**src/rtl/synth_pkg.sv**
```systemverilog
// Shared types and constants for the MIDI front end: event codes reported to
// the voice logic, the byte-parser state encoding, and the controller numbers
// and pitch-bend centre value that the decoder treats specially.
package synth_pkg;

    // Event codes. The first seven line up with the upper three bits of a
    // channel status byte (0x8n..0xEn), so the parser can use them directly.
    // ALL_OFF is a decoder-level reinterpretation of controller 123.
    typedef enum logic [2:0] {
        NOTE_OFF = 3'd0,
        NOTE_ON  = 3'd1,
        POLY_AT  = 3'd2,
        CTRL     = 3'd3,
        PRG_CH   = 3'd4,
        CH_AT    = 3'd5,
        PITCH    = 3'd6,
        ALL_OFF  = 3'd7
    } event_type_t;

    // IDLE: no running status. DATA1/DATA2: waiting for the first/second data
    // byte of the current running status. SYSEX: inside a system exclusive dump.
    typedef enum logic [1:0] {
        IDLE  = 2'd0,
        DATA1 = 2'd1,
        DATA2 = 2'd2,
        SYSEX = 2'd3
    } parse_state_t;

    localparam logic [13:0] PB_CENTER     = 14'h2000;
    localparam logic [6:0]  CC_ALL_OFF    = 7'd123;
    localparam logic [6:0]  CC_RESET_CTRL = 7'd121;

    // Program change and channel aftertouch carry a single data byte; every
    // other channel voice message carries two.
    function automatic logic is_one_data_byte(input event_type_t kind);
        return (kind == PRG_CH) || (kind == CH_AT);
    endfunction

endpackage

```
**src/rtl/midi_byte_parser.sv**
```systemverilog
// MIDI byte-stream parser. Tracks running status through the stream of raw
// bytes and raises msg_done for exactly one cycle (combinationally, on the
// cycle the final data byte is presented) together with the message type,
// channel and data bytes. System realtime bytes pass through untouched so they
// may be interleaved anywhere, including between the data bytes of a message.
module midi_byte_parser
    import synth_pkg::*;
(
    input  logic        CLOCK_50,
    input  logic        reset_reg_N,
    input  logic        byteready,
    input  logic [7:0]  midi_in_data,
    output logic        msg_done,
    output event_type_t msg_type,
    output logic [3:0]  msg_channel,
    output logic [6:0]  msg_d1,
    output logic [6:0]  msg_d2
);

    parse_state_t state;
    parse_state_t next_state;
    event_type_t  rs_type;
    event_type_t  next_rs_type;
    logic [3:0]   rs_channel;
    logic [3:0]   next_rs_channel;
    logic [6:0]   d1_reg;
    logic [6:0]   next_d1;

    // Parser registers: state, the running status (type and channel) and the
    // first data byte of a two-byte message while the second is awaited.
    always_ff @(posedge CLOCK_50 or negedge reset_reg_N) begin
        if (!reset_reg_N) begin
            state      <= IDLE;
            rs_type    <= NOTE_OFF;
            rs_channel <= 4'd0;
            d1_reg     <= 7'd0;
        end else begin
            state      <= next_state;
            rs_type    <= next_rs_type;
            rs_channel <= next_rs_channel;
            d1_reg     <= next_d1;
        end
    end

    // Byte classification, next state and completion strobe. Status bytes
    // always win over a partial message; realtime bytes (0xF8-0xFF) fall
    // through every branch and leave all parser state alone.
    always_comb begin
        next_state      = state;
        next_rs_type    = rs_type;
        next_rs_channel = rs_channel;
        next_d1         = d1_reg;
        msg_done        = 1'b0;
        msg_d1          = midi_in_data[6:0];
        msg_d2          = 7'd0;

        if (byteready) begin
            if (midi_in_data[7]) begin
                if (midi_in_data[7:4] != 4'hF) begin
                    next_state      = DATA1;
                    next_rs_type    = event_type_t'(midi_in_data[6:4]);
                    next_rs_channel = midi_in_data[3:0];
                end else if (!midi_in_data[3]) begin
                    next_rs_type    = NOTE_OFF;
                    next_rs_channel = 4'd0;
                    if (midi_in_data[2:0] == 3'd0) begin
                        next_state = SYSEX;
                    end else if ((state != SYSEX) || (midi_in_data[2:0] == 3'd7)) begin
                        next_state = IDLE;
                    end
                end
            end else begin
                case (state)
                    DATA1: begin
                        if (is_one_data_byte(rs_type)) begin
                            msg_done = 1'b1;
                        end else begin
                            next_d1    = midi_in_data[6:0];
                            next_state = DATA2;
                        end
                    end
                    DATA2: begin
                        msg_done   = 1'b1;
                        msg_d1     = d1_reg;
                        msg_d2     = midi_in_data[6:0];
                        next_state = DATA1;
                    end
                    default: begin
                    end
                endcase
            end
        end
    end

    assign msg_type    = rs_type;
    assign msg_channel = rs_channel;

endmodule

```
**src/rtl/midi_event_decoder.sv**
```systemverilog
// MIDI channel-event decoder for a multitimbral synth. The byte parser turns
// the raw stream into complete messages; this level decides which parts a
// message addresses, folds the special cases (velocity-0 note-on, all-notes-off
// controller) into the event code, holds one event for a valid/ready consumer,
// and keeps the per-part pitch-bend registers current.
module midi_event_decoder
    import synth_pkg::*;
#(
    parameter int NUM_PARTS = 4,
    parameter int P_WIDTH   = 2
)
(
    input  logic                      CLOCK_50,
    input  logic                      reset_reg_N,
    input  logic                      byteready,
    input  logic [7:0]                midi_in_data,
    input  logic [4*NUM_PARTS-1:0]    part_ch,
    input  logic                      omni,
    input  logic                      event_ready,
    output logic                      event_valid,
    output event_type_t               event_type,
    output logic [NUM_PARTS-1:0]      event_mask,
    output logic [6:0]                event_d1,
    output logic [6:0]                event_d2,
    output logic [14*NUM_PARTS-1:0]   pitch_bend,
    output logic                      overflow
);

    // Parts whose index fits in P_WIDTH bits; with a consistent
    // parameterisation this is simply NUM_PARTS.
    localparam int ADDRESSABLE_PARTS =
        ((1 << P_WIDTH) < NUM_PARTS) ? (1 << P_WIDTH) : NUM_PARTS;

    logic                 msg_done;
    event_type_t          msg_type;
    logic [3:0]           msg_channel;
    logic [6:0]           msg_d1;
    logic [6:0]           msg_d2;
    logic [NUM_PARTS-1:0] part_match;
    event_type_t          final_type;
    logic                 emit;
    logic                 accept;
    logic                 bend_load;
    logic                 bend_center;

    midi_byte_parser u_parser (
        .CLOCK_50     (CLOCK_50),
        .reset_reg_N  (reset_reg_N),
        .byteready    (byteready),
        .midi_in_data (midi_in_data),
        .msg_done     (msg_done),
        .msg_type     (msg_type),
        .msg_channel  (msg_channel),
        .msg_d1       (msg_d1),
        .msg_d2       (msg_d2)
    );

    // A part responds when omni is on or its channel setting equals the
    // channel of the message being completed.
    always_comb begin
        part_match = '0;
        for (int p = 0; p < ADDRESSABLE_PARTS; p++) begin
            if (omni || (part_ch[4*p +: 4] == msg_channel)) begin
                part_match[p] = 1'b1;
            end
        end
    end

    // Reported event code: a note-on with zero velocity is really a note-off,
    // and controller 123 is surfaced as its own all-notes-off event.
    always_comb begin
        final_type = msg_type;
        if ((msg_type == NOTE_ON) && (msg_d2 == 7'd0)) begin
            final_type = NOTE_OFF;
        end else if ((msg_type == CTRL) && (msg_d1 == CC_ALL_OFF)) begin
            final_type = ALL_OFF;
        end
    end

    assign emit        = msg_done && (part_match != '0);
    assign accept      = event_valid && event_ready;
    assign bend_load   = msg_done && (msg_type == PITCH);
    assign bend_center = msg_done && (msg_type == CTRL) && (msg_d1 == CC_RESET_CTRL);

    // Single-entry event holding register with valid/ready handshake. A new
    // event may replace the held one only in the cycle it is being accepted;
    // otherwise the newcomer is dropped and the sticky overflow flag records it.
    always_ff @(posedge CLOCK_50 or negedge reset_reg_N) begin
        if (!reset_reg_N) begin
            event_valid <= 1'b0;
            event_type  <= NOTE_OFF;
            event_mask  <= '0;
            event_d1    <= 7'd0;
            event_d2    <= 7'd0;
            overflow    <= 1'b0;
        end else begin
            if (emit && (!event_valid || accept)) begin
                event_valid <= 1'b1;
                event_type  <= final_type;
                event_mask  <= part_match;
                event_d1    <= msg_d1;
                event_d2    <= msg_d2;
            end else if (accept) begin
                event_valid <= 1'b0;
            end
            if (emit && event_valid && !accept) begin
                overflow <= 1'b1;
            end
        end
    end

    // Per-part pitch-bend registers. They track the stream directly, so a bend
    // or reset-controllers message takes effect even if its event is dropped.
    always_ff @(posedge CLOCK_50 or negedge reset_reg_N) begin
        if (!reset_reg_N) begin
            for (int p = 0; p < NUM_PARTS; p++) begin
                pitch_bend[14*p +: 14] <= PB_CENTER;
            end
        end else begin
            for (int p = 0; p < NUM_PARTS; p++) begin
                if (part_match[p]) begin
                    if (bend_load) begin
                        pitch_bend[14*p +: 14] <= {msg_d2, msg_d1};
                    end else if (bend_center) begin
                        pitch_bend[14*p +: 14] <= PB_CENTER;
                    end
                end
            end
        end
    end

endmodule

```
**config.mk**
```make
export PLATFORM = sky130hd
export DESIGN_NAME = midi_event_decoder
export DESIGN_NICKNAME = d
export VERILOG_FILES = /design/src/rtl/synth_pkg.sv /design/src/rtl/midi_byte_parser.sv /design/src/rtl/midi_event_decoder.sv
export SDC_FILE = /design/constraint.sdc
export NUM_CORES = 1
export LEC_CHECK = 0
export BUFFER_PORTS_ARGS = -buffer_cell sky130_fd_sc_hd__buf_2
export CAP_MARGIN = 0
export CORE_MARGIN = 4
export CORE_UTILIZATION = 49
export CTS_CLUSTER_SIZE = 16
export DETAILED_ROUTE_END_ITERATION = 12
export HOLD_SLACK_MARGIN = 0.12
export PLACE_DENSITY_LB_ADDON = 0.12
export SYNTH_ARGS = -nofsm -noshare
export SYNTH_HDL_FRONTEND = slang
export SYNTH_SLANG_ARGS = --single-unit
```
**constraint.sdc**
```tcl
create_clock -name CLOCK_50 -period 6.4 [get_ports CLOCK_50]
set_clock_uncertainty 0.05 [all_clocks]
set_input_delay 0 -clock CLOCK_50 [delete_from_list [all_inputs] [get_ports CLOCK_50]]
set_output_delay 0 -clock CLOCK_50 [all_outputs]
set_load 0.01 [all_outputs]
```
; ---- After elaboration in Yosys (flattened, before gate mapping)
; Cells that the tools add are included.
[op_classes]
eq_ne = 20
mux = 31
n_bitwise = 2
n_reduce_logical = 32
[op_table]
columns = op, n
row1 = 2-to-1 mux 7 bit, 6
row2 = 2-to-1 mux 14 bit, 2
row3 = == test 4 bit, 4
row4 = "== test 7 bit, second input constant", 2
row5 = "== test 3 bit, second input constant", 4
row6 = 2-to-1 mux 2 bit, 6
row7 = 2-to-1 mux 3 bit, 4
row8 = logical AND 1 bit, 10
row9 = 2-to-1 mux 1 bit, 9
row10 = 2-to-1 mux 4 bit, 2
row11 = AND reduction 2 bit, 4
row12 = zero test 7 bit, 1
row13 = logical OR 1 bit, 7
row14 = AND reduction 5 bit, 1
row15 = "inequality test 4 x 1 -> 1 bit, second input constant", 1
row16 = "inequality test 4 bit, second input constant", 1
row17 = one-hot mux 2 bit (2 select lines), 1
row18 = AND reduction 4 bit, 1
row19 = nonzero test 2 bit, 2
row20 = nonzero test 4 bit, 1
row21 = "== test 3 x 1 -> 1 bit, second input constant", 1
row22 = "== test 3 x 2 -> 1 bit, second input constant", 1
row23 = zero test 3 bit, 1
row24 = "inequality test 3 x 2 -> 1 bit, second input constant", 1
row25 = other kinds (10), 12
[word_totals]
register_bits = 95
out_inout_bits = 79
elab_cells = 99

; ---- Longest topological paths before layout
[logic_depth]
ltp_word = 10
mapped_depth = 10
ltp_nobuf = 6

; ---- Modules after synthesis
; From an unflattened synthesis, not the netlist that was laid out.
[unflattened]
hier_cells = 306
area_unflattened_um2 = 4194.0
[by_module_without_submodules]
columns = mod, n_inst, cells_each, area_each_um2
row1 = midi_event_decoder, 1, 228, 3274.4
row2 = midi_byte_parser, 1, 78, 919.6

; ---- Least setup slack after synthesis
; No wires, ideal clock.
[synth_timing]
kind = reg-to-reg
start = reg u_parser.state[0]
end = reg event_d1[6]
setup_ps = 125
t_arrival_ps = 1947
setup_slack_ps = 4278
stages_incl_launch_ff = 9
period_less_slack_ps = 2122
path_cell_list = dfrtp_1 inv_1 ha_1 buf_2 nand3b_1 buf_2 clkbuf_1 mux2_2 mux2_2
[synth_via]
elab_chain_len = 6
word_cells_on_any_way = 10
[synth_rtl]
columns = element, line
row1 = start: declaration, midi_byte_parser.sv:20  ; parse_state_t state;
row2 = start signal: assignment, midi_byte_parser.sv:38  ; state <= next_state;
row3 = == test 2 bit or == test 2 x 1 -> 1 bit (tied branches), midi_byte_parser.sv:73  ; case (state)
row4 = one-hot mux 1 bit (2 select lines), midi_byte_parser.sv:73
row5 = 2-to-1 mux 1 bit, midi_byte_parser.sv:58  ; if (midi_in_data[7]) begin
row6 = 2-to-1 mux 1 bit, midi_byte_parser.sv:57  ; if (byteready) begin
row7 = logical AND 1 bit, midi_event_decoder.sv:80  ; assign emit = msg_done && (part_match != '0);
row8 = logical AND 1 bit, midi_event_decoder.sv:97  ; if (emit && (!event_valid || accept)) begin
row9 = end signal: assignment, midi_event_decoder.sv:101  ; event_d1 <= msg_d1;
row10 = end: declaration, midi_event_decoder.sv:23  ; output logic [6:0] event_d1,
; Parallel ways exist; a longest one is shown, timed or not.
; A chain may end at the register's enable or synchronous reset.

; ---- Worst setup path in the final report
[layout_timing]
start = reg u_parser.state[0]
end = reg pitch_bend[20]
[layout_via]
elab_chain_len = 8
word_cells_on_any_way = 15
[layout_rtl]
columns = element, line
row1 = == test 2 bit or == test 2 x 1 -> 1 bit (tied branches), midi_byte_parser.sv:73
row2 = 2-to-1 mux 7 bit or one-hot mux 1 bit (2 select lines) (tied branches), midi_byte_parser.sv:73
row3 = 2-to-1 mux 7 bit or 2-to-1 mux 1 bit (tied branches), midi_byte_parser.sv:58
row4 = 2-to-1 mux 7 bit or 2-to-1 mux 1 bit (tied branches), midi_byte_parser.sv:57
row5 = == test 7 bit or logical AND 1 bit (tied branches), midi_event_decoder.sv:83  ; assign bend_center = msg_done && (msg_type == CTRL) && (msg_d1 == CC_RESET_CTRL);
row6 = logical AND 1 bit, midi_event_decoder.sv:83
row7 = nonzero test 2 bit (no line), --
row8 = AND reduction 2 bit (no line), --
row9 = end signal: indexed assignment, midi_event_decoder.sv:123  ; pitch_bend[14*p +: 14] <= {msg_d2, msg_d1};
row10 = end: declaration, midi_event_decoder.sv:25  ; output logic [14*NUM_PARTS-1:0] pitch_bend,
; Parallel ways exist; a longest one is shown, timed or not.

==> impl_metrics.env <==
export IMPL_n_antenna_cell=0
export IMPL_sequential_cell_area_sq_mm=0.00238
export IMPL_setup_worst_path_end_class="flip-flop"
export IMPL_number_of_enable_type_register_cells_in_the_synthesized_netlist=0
export IMPL_cp_top_family="simple AND/OR/NAND/NOR gates"
export IMPL_net_switching_power_mw=0.520
export IMPL_grt_antenna_before_repair=0
export IMPL_rrSetupSlack_ps=3090
export IMPL_first_pass_grt_wire_length_mm=22.0
export IMPL_static_leakage_power_nw=2.75
export IMPL_seq_power_share_pct=48.4
export IMPL_netlist_cell_type_count=47
export IMPL_max_vdd_ir_drop_v=0.000120
export IMPL_cts_buffers_inserted=9
export IMPL_combPwrFrac_pct=26.2
export IMPL_dieHeight_um=108
export IMPL_dpl_worst_slack_ps=3160
export IMPL_min_path_cells=5
export IMPL_largest_register="pitch_bend"
export IMPL_first_global_vias=4039
export IMPL_rsz_0062_raised_after_global_routing="no"
export IMPL_die_width_um=108
export IMPL_max_slew_margin_pct=15.9
export IMPL_clk_pin_slew_ps=100
export IMPL_hold_path_class="in2reg"
export IMPL_finalWirelength_mm=13.7
export IMPL_cts_resized_gates=0
export IMPL_io_pin_count=108
export IMPL_synth_top_flop_cell="dfrtp_1"
export IMPL_routed_via_density=5.67
export IMPL_insertion_delay_ps=360
export IMPL_fraction_of_registers_with_async_set_or_reset_after_synthesis_pct=100
export IMPL_ys_ff_latch=95
export IMPL_synth_seq_area_share_pct=48.5
export IMPL_internal_power_mw=1.06
export IMPL_post_route_worst_setup_slack_ps=3090
export IMPL_port_buffers=107
export IMPL_timing_critical_path_from="u_parser.state[0]"
export IMPL_start_of_the_worst_register_to_register_path="u_parser.state[0]"
export IMPL_hpwlAfterDp_mm=9.16
export IMPL_aggregate_global_routing_overflow=0
export IMPL_finalCriticalPeriod_ps=3310
export IMPL_drc=0
export IMPL_fin_nets=621
export IMPL_status="completed"
export IMPL_filler_cell_count=891
export IMPL_grt_usage_pct=24.1
export IMPL_netlist_instances=491
export IMPL_fmax_mhz=302
export IMPL_max_cap_violations=0
export IMPL_total_nets_after_synthesis=523
export IMPL_core_sq_mm=0.00977
export IMPL_detail_route_wl_per_cell_um=18.9
export IMPL_timing_worst_slew_pin_value_ps=1260
export IMPL_area_of_the_multi_input_gates_sq_mm=0.00228
export IMPL_cts_hold_buf=15
export IMPL_cp_required_ps=6580
export IMPL_critPathBufInv=2
export IMPL_initialDrtViolationCount=282
export IMPL_final_min_period_over_clock_period_pct=51.7
export IMPL_drive_gt1_share_pct=27.9
export IMPL_pwr_density_cell_mw_per_mm2=273
export IMPL_worst_path_largest_cell_delay_ps=610
export IMPL_netlist_area_sq_mm=0.00492
export IMPL_dr_total_vias=4125
export IMPL_grt_max_degree=58
export IMPL_report_final_slew_viol_count=0
export IMPL_cp_max_fo=33
export IMPL_number_of_flip_flops_under_the_largest_register_name=56
export IMPL_cts_tree="built"
export IMPL_starting_utilization_of_the_core_area_pct=50.3
export IMPL_ys_warnings_count=0
export IMPL_die_area_sq_mm=0.0117
export IMPL_areaGrowthSynthToFinish_pct=18.0
export IMPL_final_common_cell="buf_2"
export IMPL_crit_type="reg2reg"
export IMPL_cts_htree_levels=3
export IMPL_final_cell_mix="buf_2 (106), dfrtp_1 (91), nand2_1 (85), nand3_1 (36), mux2_2 (32)"
export IMPL_detail_route_first_pass_iterations=4
export IMPL_final_sum_of_negative_setup_slack_ps=0
export IMPL_antenna_left=0
export IMPL_cts_max_path_buffers=2
export IMPL_timing_critical_path_cells="inv_1 > ha_1 > nand3b_1 > nor3_1 > o211a_1 > buf_4 > o211ai_1"
export IMPL_number_of_failing_setup_endpoints_in_the_final_timing_report=0
export IMPL_syn_area_per_cell_sq_um=10.0
export IMPL_hold_viol_final=0
export IMPL_gp_congestion=0.845
export IMPL_timing_critical_path_arrival_ps=3490
export IMPL_critical_path_reg2reg_endpoint="pitch_bend[20]"
export IMPL_post_cts_repair_setup_buffers=0
export IMPL_cts_root_buf="clkbuf_8"
export IMPL_worst_path_stages=7
export IMPL_power_frac_clock_pct=25.4
export IMPL_timing_critical_path_slowest_stage_cell="nand3b_1"
export IMPL_rows=36
export IMPL_worst_setup_path_start_kind="flip-flop"
export IMPL_cp_endpoint="pitch_bend[20]"
export IMPL_sw_frac_of_total_pct=32.9
export IMPL_worst_r2r_path_depth=7
export IMPL_clock_sink_count=95
tightest hold or removal path: stages:
cell     delay (ps)
buf_2            90
xnor2_1         100
nand4_1         150
a31oi_1         100
o22ai_1         130
power groups by stage:
stage	clock network (mW)	logic, mW	registers, mW
2_1_floorplan	0	0.256	0.777
6_report	0.401	0.415	0.765
3_3_place_gp	0	0.399	0.770
5_1_grt	0.436	0.455	0.776
3_5_place_dp	0	0.408	0.774
4_1_cts	0.408	0.417	0.763
Yosys cell counts, types with 2 or more instances:
master    instances  area [sq um]
a41o_1            4          40.0
o22ai_1           3          18.8
mux2i_1          31           310
mux2_2           32           360
ha_1              3          37.5
a21oi_1           7          35.0
or3_1             2          12.5
a41oi_1           4          35.0
buf_2            23           115
mux2_1            2          22.5
dfrtp_1          91          2280
xnor2_1          16           140
clkbuf_1         10          37.5
nand4_1           6          37.5
nand2_1          85           319
nor3_1            4          20.0
nand3b_1          4          30.0
clkbuf_2          2          10.0
o21ai_0          12          60.1
nand2b_1          2          12.5
o211ai_1         30           225
nor4_1            7          43.8
inv_1            16          60.1
o21ai_1          18          90.1
nand3_1          36           180
nor3b_1           2          15.0
buf_4             2          15.0
nor2_1           15          56.3
dfstp_2           4           105
worst min path at each step:
stage,startpoint,to
floorplan,reset_reg_N,event_d1[0]
global placement,reset_reg_N,event_valid
detailed placement,reset_reg_N,overflow
CTS,part_ch[9],event_mask[1]
global route,part_ch[3],event_mask[1]
finish,part_ch[9],event_mask[1]
stage by stage:
| step | area, sq um | total power, mW | utilization (%) | hold WS [ps] | cells |
|---|---|---|---|---|---|
| 3_5_place_dp | 5450 | 1.18 | 55.8 | -48.5 | 696 |
| 4_1_cts | 5800 | 1.59 | 59.3 | 180 | 727 |
| 2_1_floorplan | 4920 | 1.03 | - | -346 | 491 |
| 5_1_grt | 5800 | 1.67 | 59.3 | 238 | 727 |
| 3_3_place_gp | 5450 | 1.17 | 55.8 | -45.7 | 696 |
| 6_report | 5800 | 1.58 | 59.3 | 204 | 727 |
per-layer routing:
metal | global-route usage [%] | up-vias | routed length [um]
li1 | - | 1937 | -
met1 | 33.5 | 2018 | 6100
met2 | 38.1 | 152 | 6490
met3 | 4.66 | 18 | 947
met4 | 8.03 | 0 | 196
met5 | 0 | - | 0
kinds of logic (layout without fill, tap and decap cells):
group                      count (synthesis)  count (layout)  share of synthesized area (%)
DFF                                       95              95                           48.5
and+or+nand+nor                          170             170                           16.2
AOI/OAI and AO/OA                         88              88                           12.5
xor gates and xnor gates                  16              16                           2.85
muxes                                     65              65                           14.1
buffers and inverters                     54             157                           5.06
adders and majority gates                  3               3                          0.764
layout make-up:
| type | count | share of cell area [%] |
|---|---|---|
| Inverter | 16 | 1.04 |
| Sequential cell | 95 | 41.1 |
| Tap cell | 133 | 2.87 |
| Clock inverter | 6 | 1.19 |
| Multi-Input combinational cell | 342 | 39.4 |
| Timing Repair Buffer | 125 | 12.3 |
| Clock buffer | 10 | 2.20 |
Note: power is estimated with default switching activity, not from simulation.
